$ cat src/rtl/ak16_pkg.sv
// Shared definitions for the AK16 execute pipeline: forwarding select codes,
// default datapath width and the EX1 operand-buffer state encoding.
package ak16_pkg;

    localparam int FWD_REGFILE    = 0;
    localparam int FWD_EXMEM      = 1;
    localparam int FWD_MEMWB      = 2;

    localparam int DEFAULT_DATA_W = 16;

    typedef enum logic [1:0] {
        BUF_EMPTY = 2'd0,
        BUF_ONE   = 2'd1,
        BUF_FULL  = 2'd2
    } buf_state_t;

endpackage

$ cat src/rtl/operand_fwd_mux.sv
// Selects one source operand from the register file or one of the
// forwarding result buses; out-of-range selects fall back to register file.
module operand_fwd_mux
    import ak16_pkg::*;
#(
    parameter  int DATA_W  = DEFAULT_DATA_W,
    parameter  int NUM_FWD = 2,
    localparam int SEL_W   = $clog2(NUM_FWD + 1)
) (
    input  logic [SEL_W-1:0]          sel,
    input  logic [DATA_W-1:0]         rf_data,
    input  logic [NUM_FWD*DATA_W-1:0] fwd_data,
    output logic [DATA_W-1:0]         operand
);

    always_comb begin
        operand = rf_data;
        for (int k = 1; k <= NUM_FWD; k++) begin
            if (sel == SEL_W'(k)) begin
                operand = fwd_data[(k-1)*DATA_W +: DATA_W];
            end
        end
    end

endmodule

$ cat src/rtl/ex1_operand_buffer.sv
// EX1 operand stage: resolves forwarded ALU operands and store data, then
// holds them in a 2-entry skid buffer so EX2 stalls never re-sample the buses.
module ex1_operand_buffer
    import ak16_pkg::*;
#(
    parameter  int DATA_W  = DEFAULT_DATA_W,
    parameter  int NUM_FWD = 2,
    localparam int SEL_W   = $clog2(NUM_FWD + 1)
) (
    input  logic                      clk,
    input  logic                      rst,
    input  logic                      flush,
    input  logic                      in_valid,
    output logic                      in_ready,
    input  logic [DATA_W-1:0]         ex_rs1_data,
    input  logic [DATA_W-1:0]         ex_rs2_data,
    input  logic [DATA_W-1:0]         ex_imm,
    input  logic                      ex_alu_src,
    input  logic [SEL_W-1:0]          forward_a,
    input  logic [SEL_W-1:0]          forward_b,
    input  logic [NUM_FWD*DATA_W-1:0] fwd_data,
    output logic                      out_valid,
    input  logic                      out_ready,
    output logic [DATA_W-1:0]         alu_in1,
    output logic [DATA_W-1:0]         alu_in2,
    output logic [DATA_W-1:0]         store_data,
    output logic [15:0]               fwd_hazard_cnt
);

    function automatic logic [15:0] sat_inc(input logic [15:0] v);
        return (v == 16'hFFFF) ? v : v + 16'd1;
    endfunction

    buf_state_t        state, state_nxt;
    logic              accept, hazard;
    logic              load_main_in, load_main_skid, load_skid;
    logic [DATA_W-1:0] src_a_p0, src_b_p0, opb_p0;
    logic [DATA_W-1:0] main_a_p1, main_b_p1, main_st_p1;
    logic [DATA_W-1:0] skid_a_p1, skid_b_p1, skid_st_p1;

    assign accept = in_valid && in_ready;
    assign hazard = (forward_a != SEL_W'(FWD_REGFILE)) || (forward_b != SEL_W'(FWD_REGFILE));

    // Stage p0: combinational operand resolution
    operand_fwd_mux #(.DATA_W(DATA_W), .NUM_FWD(NUM_FWD)) u_fwd_a (
        .sel      (forward_a),
        .rf_data  (ex_rs1_data),
        .fwd_data (fwd_data),
        .operand  (src_a_p0)
    );

    operand_fwd_mux #(.DATA_W(DATA_W), .NUM_FWD(NUM_FWD)) u_fwd_b (
        .sel      (forward_b),
        .rf_data  (ex_rs2_data),
        .fwd_data (fwd_data),
        .operand  (src_b_p0)
    );

    assign opb_p0 = ex_alu_src ? ex_imm : src_b_p0;

    always_comb begin
        state_nxt      = state;
        load_main_in   = 1'b0;
        load_main_skid = 1'b0;
        load_skid      = 1'b0;
        case (state)
            BUF_EMPTY: begin
                if (accept) begin
                    load_main_in = 1'b1;
                    state_nxt    = BUF_ONE;
                end
            end
            BUF_ONE: begin
                if (out_ready && accept) begin
                    load_main_in = 1'b1;
                end else if (out_ready) begin
                    state_nxt = BUF_EMPTY;
                end else if (accept) begin
                    load_skid = 1'b1;
                    state_nxt = BUF_FULL;
                end
            end
            BUF_FULL: begin
                if (out_ready) begin
                    load_main_skid = 1'b1;
                    state_nxt      = BUF_ONE;
                end
            end
            default: state_nxt = BUF_EMPTY;
        endcase
        if (flush) begin
            state_nxt      = BUF_EMPTY;
            load_main_in   = 1'b0;
            load_main_skid = 1'b0;
            load_skid      = 1'b0;
        end
    end

    // Stage p1: main (visible) and skid (hidden) entries
    always_ff @(posedge clk or negedge rst) begin
        if (!rst) begin
            state      <= BUF_EMPTY;
            in_ready   <= 1'b1;
            main_a_p1  <= '0;
            main_b_p1  <= '0;
            main_st_p1 <= '0;
            skid_a_p1  <= '0;
            skid_b_p1  <= '0;
            skid_st_p1 <= '0;
        end else begin
            state    <= state_nxt;
            in_ready <= (state_nxt != BUF_FULL);
            if (flush) begin
                main_a_p1  <= '0;
                main_b_p1  <= '0;
                main_st_p1 <= '0;
                skid_a_p1  <= '0;
                skid_b_p1  <= '0;
                skid_st_p1 <= '0;
            end else begin
                if (load_main_in) begin
                    main_a_p1  <= src_a_p0;
                    main_b_p1  <= opb_p0;
                    main_st_p1 <= src_b_p0;
                end else if (load_main_skid) begin
                    main_a_p1  <= skid_a_p1;
                    main_b_p1  <= skid_b_p1;
                    main_st_p1 <= skid_st_p1;
                end
                if (load_skid) begin
                    skid_a_p1  <= src_a_p0;
                    skid_b_p1  <= opb_p0;
                    skid_st_p1 <= src_b_p0;
                end
            end
        end
    end

    // The hazard counter survives flushes; only reset clears it.
    always_ff @(posedge clk or negedge rst) begin
        if (!rst) begin
            fwd_hazard_cnt <= 16'h0000;
        end else if (!flush && accept && hazard) begin
            fwd_hazard_cnt <= sat_inc(fwd_hazard_cnt);
        end
    end

    assign out_valid  = (state != BUF_EMPTY);
    assign alu_in1    = main_a_p1;
    assign alu_in2    = main_b_p1;
    assign store_data = main_st_p1;

endmodule

$ cat config.mk
export PLATFORM = sky130hd
export DESIGN_NAME = ex1_operand_buffer
export DESIGN_NICKNAME = d
export VERILOG_FILES = /design/src/rtl/ak16_pkg.sv /design/src/rtl/operand_fwd_mux.sv /design/src/rtl/ex1_operand_buffer.sv
export SDC_FILE = /design/constraint.sdc
export NUM_CORES = 1
export LEC_CHECK = 0
export ABC_AREA = 1
export CAP_MARGIN = 0
export CORE_ASPECT_RATIO = 0.9
export CORE_MARGIN = 5
export CORE_UTILIZATION = 40
export CTS_BUF_LIST = sky130_fd_sc_hd__clkbuf_4 sky130_fd_sc_hd__clkbuf_8 sky130_fd_sc_hd__clkbuf_16
export CTS_CLUSTER_SIZE = 8
export DETAILED_ROUTE_END_ITERATION = 8
export PLACE_DENSITY = 0.72
export SETUP_SLACK_MARGIN = 0.02
export SLEW_MARGIN = 20
export SYNTH_ARGS = -nofsm -noshare
export SYNTH_HDL_FRONTEND = slang
export SYNTH_HIERARCHICAL = 1
export SYNTH_SLANG_ARGS = --single-unit
$ cat constraint.sdc
create_clock -name clk -period 3.1 [get_ports clk]
set_input_delay 0.93 -clock clk [delete_from_list [all_inputs] [get_ports clk]]
set_output_delay 0.93 -clock clk [all_outputs]
set_load 0.005 [all_outputs]
---- Yosys cells after proc, flatten, opt, wreduce, memory -nomap -nowiden ----
Index checks and enable logic that the tools add are counted.
W data, S select, Z words.
word-level totals
  bits in registers ....................... 115
  latch bits .............................. 0
  RAM bits ................................ 0
  bits in read-only memories .............. 0
  bits of input ports ..................... 90
  output and inout bits ................... 66
  word-level logic and storage cells ...... 70
  memories kept ........................... 0
operators by class
  add/subtract/negate cells ............... 1
  $mul .................................... 0
  div/mod/pow operators ................... 0
  $lt $le $gt $ge ......................... 0
  equality and inequality tests ........... 8
  shift operators ......................... 0
  muxes and demuxes ....................... 38
  bitwise logic cells ..................... 1
  reduce and logical (&&, ||, !) cells .... 13
operators with widths
  cell                     count
  $mux W16                 20
  $add A16 B1 Y16 const B  1
  $eq A16 B16 Y1 const B   1
  $mux W2                  6
  $mux W1                  10
  $reduce_bool A2 Y1       4
  $eq A2 B1 Y1 const B     3
  $eq A2 B2 Y1 const B     3
  $pmux W2 S3              1
  $logic_and A1 B1 Y1      4
  $reduce_bool A3 Y1       1
  $logic_not A2 Y1         1
  $ne A2 B2 Y1 const B     1
  $pmux W1 S2              1
  $reduce_and A2 Y1        1
  $logic_not A1 Y1         1
  $logic_or A1 B1 Y1       1
  $not A1 Y1               1

---- Logic depth before layout (Yosys ltp) ----
  depth after elaboration ................. 8
  gate-level depth with buffers ........... 13
  gate-level depth less buffers ........... 11

---- Cells and area by module ----
Netlist, hierarchy kept.
by module, submodules not included
  module              times used  cells an instance  area an instance (um^2)  sequential area each (um^2)
  ex1_operand_buffer  1           720                5,631.7                  2,879.0
  operand_fwd_mux     2           123                556.8                    0.0

---- Worst setup path after synthesis ----
Ideal clock, no wire load.
  path type ............................... input -> register
  start point ............................. input forward_b[0]
  end point ............................... register main_b_p1[5], in the netlist alu_in2[5]
  setup time .............................. 0.116 ns
  data arrival time ....................... 1.834 ns
  required time ........................... 2.984 ns
  setup slack ............................. 1.150 ns
  stages .................................. 13
  buffers on the path ..................... 2
  cell sequence ........................... buf_6 > inv_4 > nand2_4 > inv_4 > buf_6 > nand2_1 > nand2_1 > inv_1 > nand2_1 > o21ai_0 > o21ai_1 > nand2_1 > nand2_1
on the way
  word-level cells in the longest chain between the ends .. 6
  elaborated cells between the ends (all ways) .. 7
  those cells by class .................... 2 x eq/ne; 5 x mux
RTL lines
  what                  line                       source
  start, declared       ex1_operand_buffer.sv:20   input logic [SEL_W-1:0] forward_b,
  $eq A2 B1 Y1          operand_fwd_mux.sv:19      if (sel == SEL_W'(k)) begin
  $mux W16              operand_fwd_mux.sv:19
  $mux W16 (*)          operand_fwd_mux.sv:19
  via src_b_p0[5]       ex1_operand_buffer.sv:37   logic [DATA_W-1:0] src_a_p0, src_b_p0, opb_p0;
  $mux W16 (*)          ex1_operand_buffer.sv:59   assign opb_p0 = ex_alu_src ? ex_imm : src_b_p0;
  $mux W16 (*)          ex1_operand_buffer.sv:121  if (load_main_in) begin
  $mux W16 (*)          ex1_operand_buffer.sv:113  if (flush) begin
  end signal, assigned  ex1_operand_buffer.sv:123  main_b_p1 <= opb_p0;
  end signal, assigned  ex1_operand_buffer.sv:127  main_b_p1 <= skid_b_p1;
  end, declared         ex1_operand_buffer.sv:38   logic [DATA_W-1:0] main_a_p1, main_b_p1, main_st_p1;
The timed path passes the listed nets; every way through them passes the cells marked *.
A chain may end at the register's enable or synchronous reset.

---- Worst setup path in the final report ----
  start point ............................. input forward_b[1]
  end point ............................... register main_b_p1[15], in the netlist alu_in2[15]
Same word-level chain as after synthesis.

==> results.md <==
- For the worst-skew pair, the clock arrives at the later sink with an insertion delay of 410 ps.
- Yosys instantiated no cell more often than sky130_fd_sc_hd__nand2_1.
- The slowest stage of the critical path is the sky130_fd_sc_hd__clkdlybuf4s50_1 cell.
- In this run the tightest slew margin relative to its limit is 67.6%.
- The prevailing post-synth register cell is sky130_fd_sc_hd__dfrtp_1.
- The worst reg2reg path endpoint is alu_in1[0].
- The max-cap violation count is 0.
- The count of antenna-violating nets left after detailed routing is 0.
- STA classifies the critical path startpoint as a primary input.
- The first global-routing pass estimated 33900 um of wire.
- For the final routed database, the setup TNS stands at 0 ps.
- The repair_antennas step left the layout with diodes totalling 0.
- The number of max-slew violations in the final report is 0.
- The most critical setup path has its endpoint at alu_in2[15].
- The power density of the placed cells is 501 nW/um2.
- The quantity of gates resized following cts is 0.
- The most critical setup path has its startpoint at forward_b[1].
- The timing-limited maximum frequency is 393 MHz.
- The number of cell instances on the worst register-to-register path is 8.
- The die is 147 um wide.
- Setup repair after global routing left no endpoint under its margin.
- The worst endpoint required time is 3440 ps.
- After detailed routing, the number of remaining DRC violations is 0.
- The die extent in y is 133 um.
- The critical path goes through clkdlybuf4s50_1, inv_2, nand2_4, nand2_1, nand3_1, nand2_1, inv_1, nand2_1, o21ai_0, o21ai_2, nand2_1, nand2_1.
- The worst-margin pin slew is 486 ps.
- The number of different library cells in the post-synthesis netlist is 29.
- Input and output buffers added on the ports amount to 155.
- The count of endpoints failing hold in the final timing report is 0.
- Clock tree synthesis found a total of 115 sinks.
- Total power for the finished layout comes to 4.52 mW.
- The number of flops mapped to enable cells by yosys is 0.
- The final layout contains routed wiring with a total length of 21100 um.
- The run finished with clean final reports.
- In the final layout, flip-flops and latches occupy 2880 um2.
- The worst register-to-register path begins at in_ready.
- The cell count after synthesis is 966.
- The final net count is 1199.
- The Yosys step of the flow raised 6 warnings.
- The area occupied by multi-input gates is 3020 um2.
- After clock tree synthesis, the clock-pin slew on the worst setup and hold paths is 50 ps.
- In this run the mean area of a mapped cell was 6.98 um2.
- The final clock period utilization by the worst path is 82.1%.
- The violation count after the first detailed-route iteration is 592.
- In this run the clock root is driven by a sky130_fd_sc_hd__clkbuf_16.
- The total core area is 16700 um2.
- Counting flops with an async set or reset pin after synthesis yields a share of 100%.
- The synthesized design contains 115 register bits.
- No sink is reached through more buffers than the 2 on the longest clock path.
- The CTS tree is done.
- The number of top-level design ports is 156.
- The pin count of the biggest net entering global routing is 74.
- The pre-antenna-repair detailed-routing pass consisted of 5 iterations.
- Setup violations remaining at the end of the flow were counted as 0.
- STA classifies the critical path endpoint as a register.
- The area share of the largest cell type after synthesis is 42.3%.
- The average detailed-routed wire length per instance is 15.9 um.
- Relative to the synthesized area, the layout overhead comes to 33.8%.
- Detailed placement finished with a half-perimeter wire length of 15100 um.
- The congestion estimate from routability-driven global placement came to 0.878.
- The deepest level of the CTS H-tree is 4.
- The maximum clock skew at final layout is 6.78 ps.
- The number of nets in the synthesized netlist is 1057.
- After clock tree synthesis, the setup repair step added 0 buffers.
- After synthesis, the cell types taking the most area are sky130_fd_sc_hd__dfrtp_1 (42%), sky130_fd_sc_hd__nand2_1 (20%), sky130_fd_sc_hd__nand3_1 (9.1%).
- The detail-routed via count per cell is 5.12.
- Buffers inserted during clock tree synthesis total 17.
- The reg-to-reg setup timing slack is 1220 ps.
- For the worst setup path, the data arrival time is 2890 ps.
- Global routing finished with a remaining overflow of 0.
- The global-route usage over all layers is 21.7%.
- After synthesis the cells add up to 6750 um2.
- The commonest cells after synthesis are sky130_fd_sc_hd__nand2_1 (367), sky130_fd_sc_hd__nand3_1 (122), sky130_fd_sc_hd__inv_1 (121).
- The number of fill cells in the layout is 1573.
- The die covers 19600 um2.
- The analysis attributes to cell leakage a power of 4.58 nW.
- The detailed router placed 6805 vias in this run.
- The worst hold-check path type is primary input to asynchronous set/reset pin.
- The share of post-route cells with drive strength above 1 is 7.69%.
- The largest total area in the synthesized netlist belongs to sky130_fd_sc_hd__dfrtp_1.
- For this run, the slowest stage of the critical path takes 490 ps.
- The number of global-route vias before repair is 6531.
- Of all nets on the critical path, the largest fanout is 17.
- The number of standard-cell rows in the floorplan is 45.
- Among the stages of the critical path, the cell type that occurs most often is sky130_fd_sc_hd__nand2_1.
- The starting utilization of the core area is 40.3%.
- The critical path in this run is classified as primary input to register.
- In this run, post-CTS hold repair placed 0 buffers.
- Summing the sequential cell areas from Yosys gives 42.7% of the chip area.
- The final critical path time including I/O delays and setup is 2550 ps.
- The worst vdd rail ir drop is 472 uV.
- The initial antenna violation count is 1.
## kinds of logic (layout without fill, tap and decap cells)
| family | Yosys count | in the layout | synth area share [%] |
|---|---|---|---|
| flip-flops | 115 | 115 | 42.7 |
| adder cells (fa/ha/maj) | 1 | 1 | 0.185 |
| AO/OA/AOI/OAI | 122 | 122 | 9.52 |
| XOR/XNOR | 6 | 6 | 0.779 |
| buffers and inverters | 179 | 331 | 12.7 |
| AND/OR/NAND/NOR | 543 | 543 | 34.2 |
## registers in the layout, summed over array words and instances, names as in the netlist, 2 cells and up
name and flops:
store_data 16, skid_a_p1 16, state 2, fwd_hazard_cnt 16, skid_b_p1 16, alu_in1 16
skid_st_p1 16, alu_in2 16
## power breakdown
group	leakage, nW	internal (mW)	switching (mW)
logic	2.70	0.355	0.422
registers	1.58	1.58	0.0791
clock network	0.301	1.41	0.682
## worst max-delay path: cells and delay by family
family	cells	cell delay (ps)
buffers and inverters	3	900
AND/OR/NAND/NOR	7	680
AO/OA/AOI/OAI	2	390
## routing by layer
metal	share of wire, %	vias up	GRT usage [%]
met4	2.1	2	7.42
met2	45	289	32.6
met5	0.062	-	0
li1	-	3301	-
met1	45	3178	30.7
met3	7.9	35	5.10
## how the worst min path moves through the flow
| stage | cells after the start | to | startpoint | slack [ps] |
|---|---|---|---|---|
| CTS | 1 | alu_in2[6] | rst | 480 |
| floorplan | 2 | alu_in1[10] | alu_in1[10] | 470 |
| finish | 1 | alu_in1[2] | rst | 480 |
| global placement | 2 | alu_in2[13] | alu_in2[13] | 460 |
| detailed placement | 2 | store_data[3] | store_data[3] | 470 |
| global route | 2 | alu_in2[13] | alu_in2[13] | 490 |
## metrics by stage
step	instances	instance area, um2	worst slack [ps]	util, %	hold slack, ps
2_1_floorplan	966	6750	1150	-	472
3_3_place_gp	1300	8400	312	50.2	464
3_5_place_dp	1300	8400	290	50.2	468
4_1_cts	1329	9020	630	54.0	481
5_1_grt	1329	9020	453	54.0	492
6_report	1329	9020	554	54.0	476
## cells in the final DEF, fill, tap and decap left out, types with 2 or more instances in the layout
| cell type | n |
|---|---|
| sky130_fd_sc_hd__nand2_1 | 367 |
| sky130_fd_sc_hd__clkdlybuf4s50_1 | 154 |
| sky130_fd_sc_hd__nand3_1 | 122 |
| sky130_fd_sc_hd__inv_1 | 121 |
| sky130_fd_sc_hd__dfrtp_1 | 114 |
| sky130_fd_sc_hd__o21ai_0 | 73 |
| sky130_fd_sc_hd__o21ai_1 | 36 |
| sky130_fd_sc_hd__nor2_1 | 26 |
| sky130_fd_sc_hd__clkbuf_16 | 17 |
| sky130_fd_sc_hd__buf_4 | 16 |
| sky130_fd_sc_hd__nand2_2 | 12 |
| sky130_fd_sc_hd__o21ai_2 | 8 |
| sky130_fd_sc_hd__nand4_1 | 6 |
| sky130_fd_sc_hd__xnor2_1 | 6 |
| sky130_fd_sc_hd__inv_4 | 5 |
| sky130_fd_sc_hd__a21oi_1 | 4 |
| sky130_fd_sc_hd__bufinv_16 | 4 |
| sky130_fd_sc_hd__buf_12 | 4 |
| sky130_fd_sc_hd__nand2_4 | 4 |
| sky130_fd_sc_hd__clkbuf_8 | 3 |
| sky130_fd_sc_hd__nor2_2 | 2 |
| sky130_fd_sc_hd__clkinv_4 | 2 |
| sky130_fd_sc_hd__clkinvlp_4 | 2 |
| sky130_fd_sc_hd__inv_2 | 2 |
## cell type report
class | count | area share (%)
clock buffers | 21 | 5.26
clock inverters | 8 | 1.69
repair buffers | 174 | 19.3
well taps | 211 | 2.93
inverters | 128 | 5.46
flip-flops and latches | 115 | 31.9
multi-input cells | 672 | 33.5
Power figures use the tool's default switching activity.
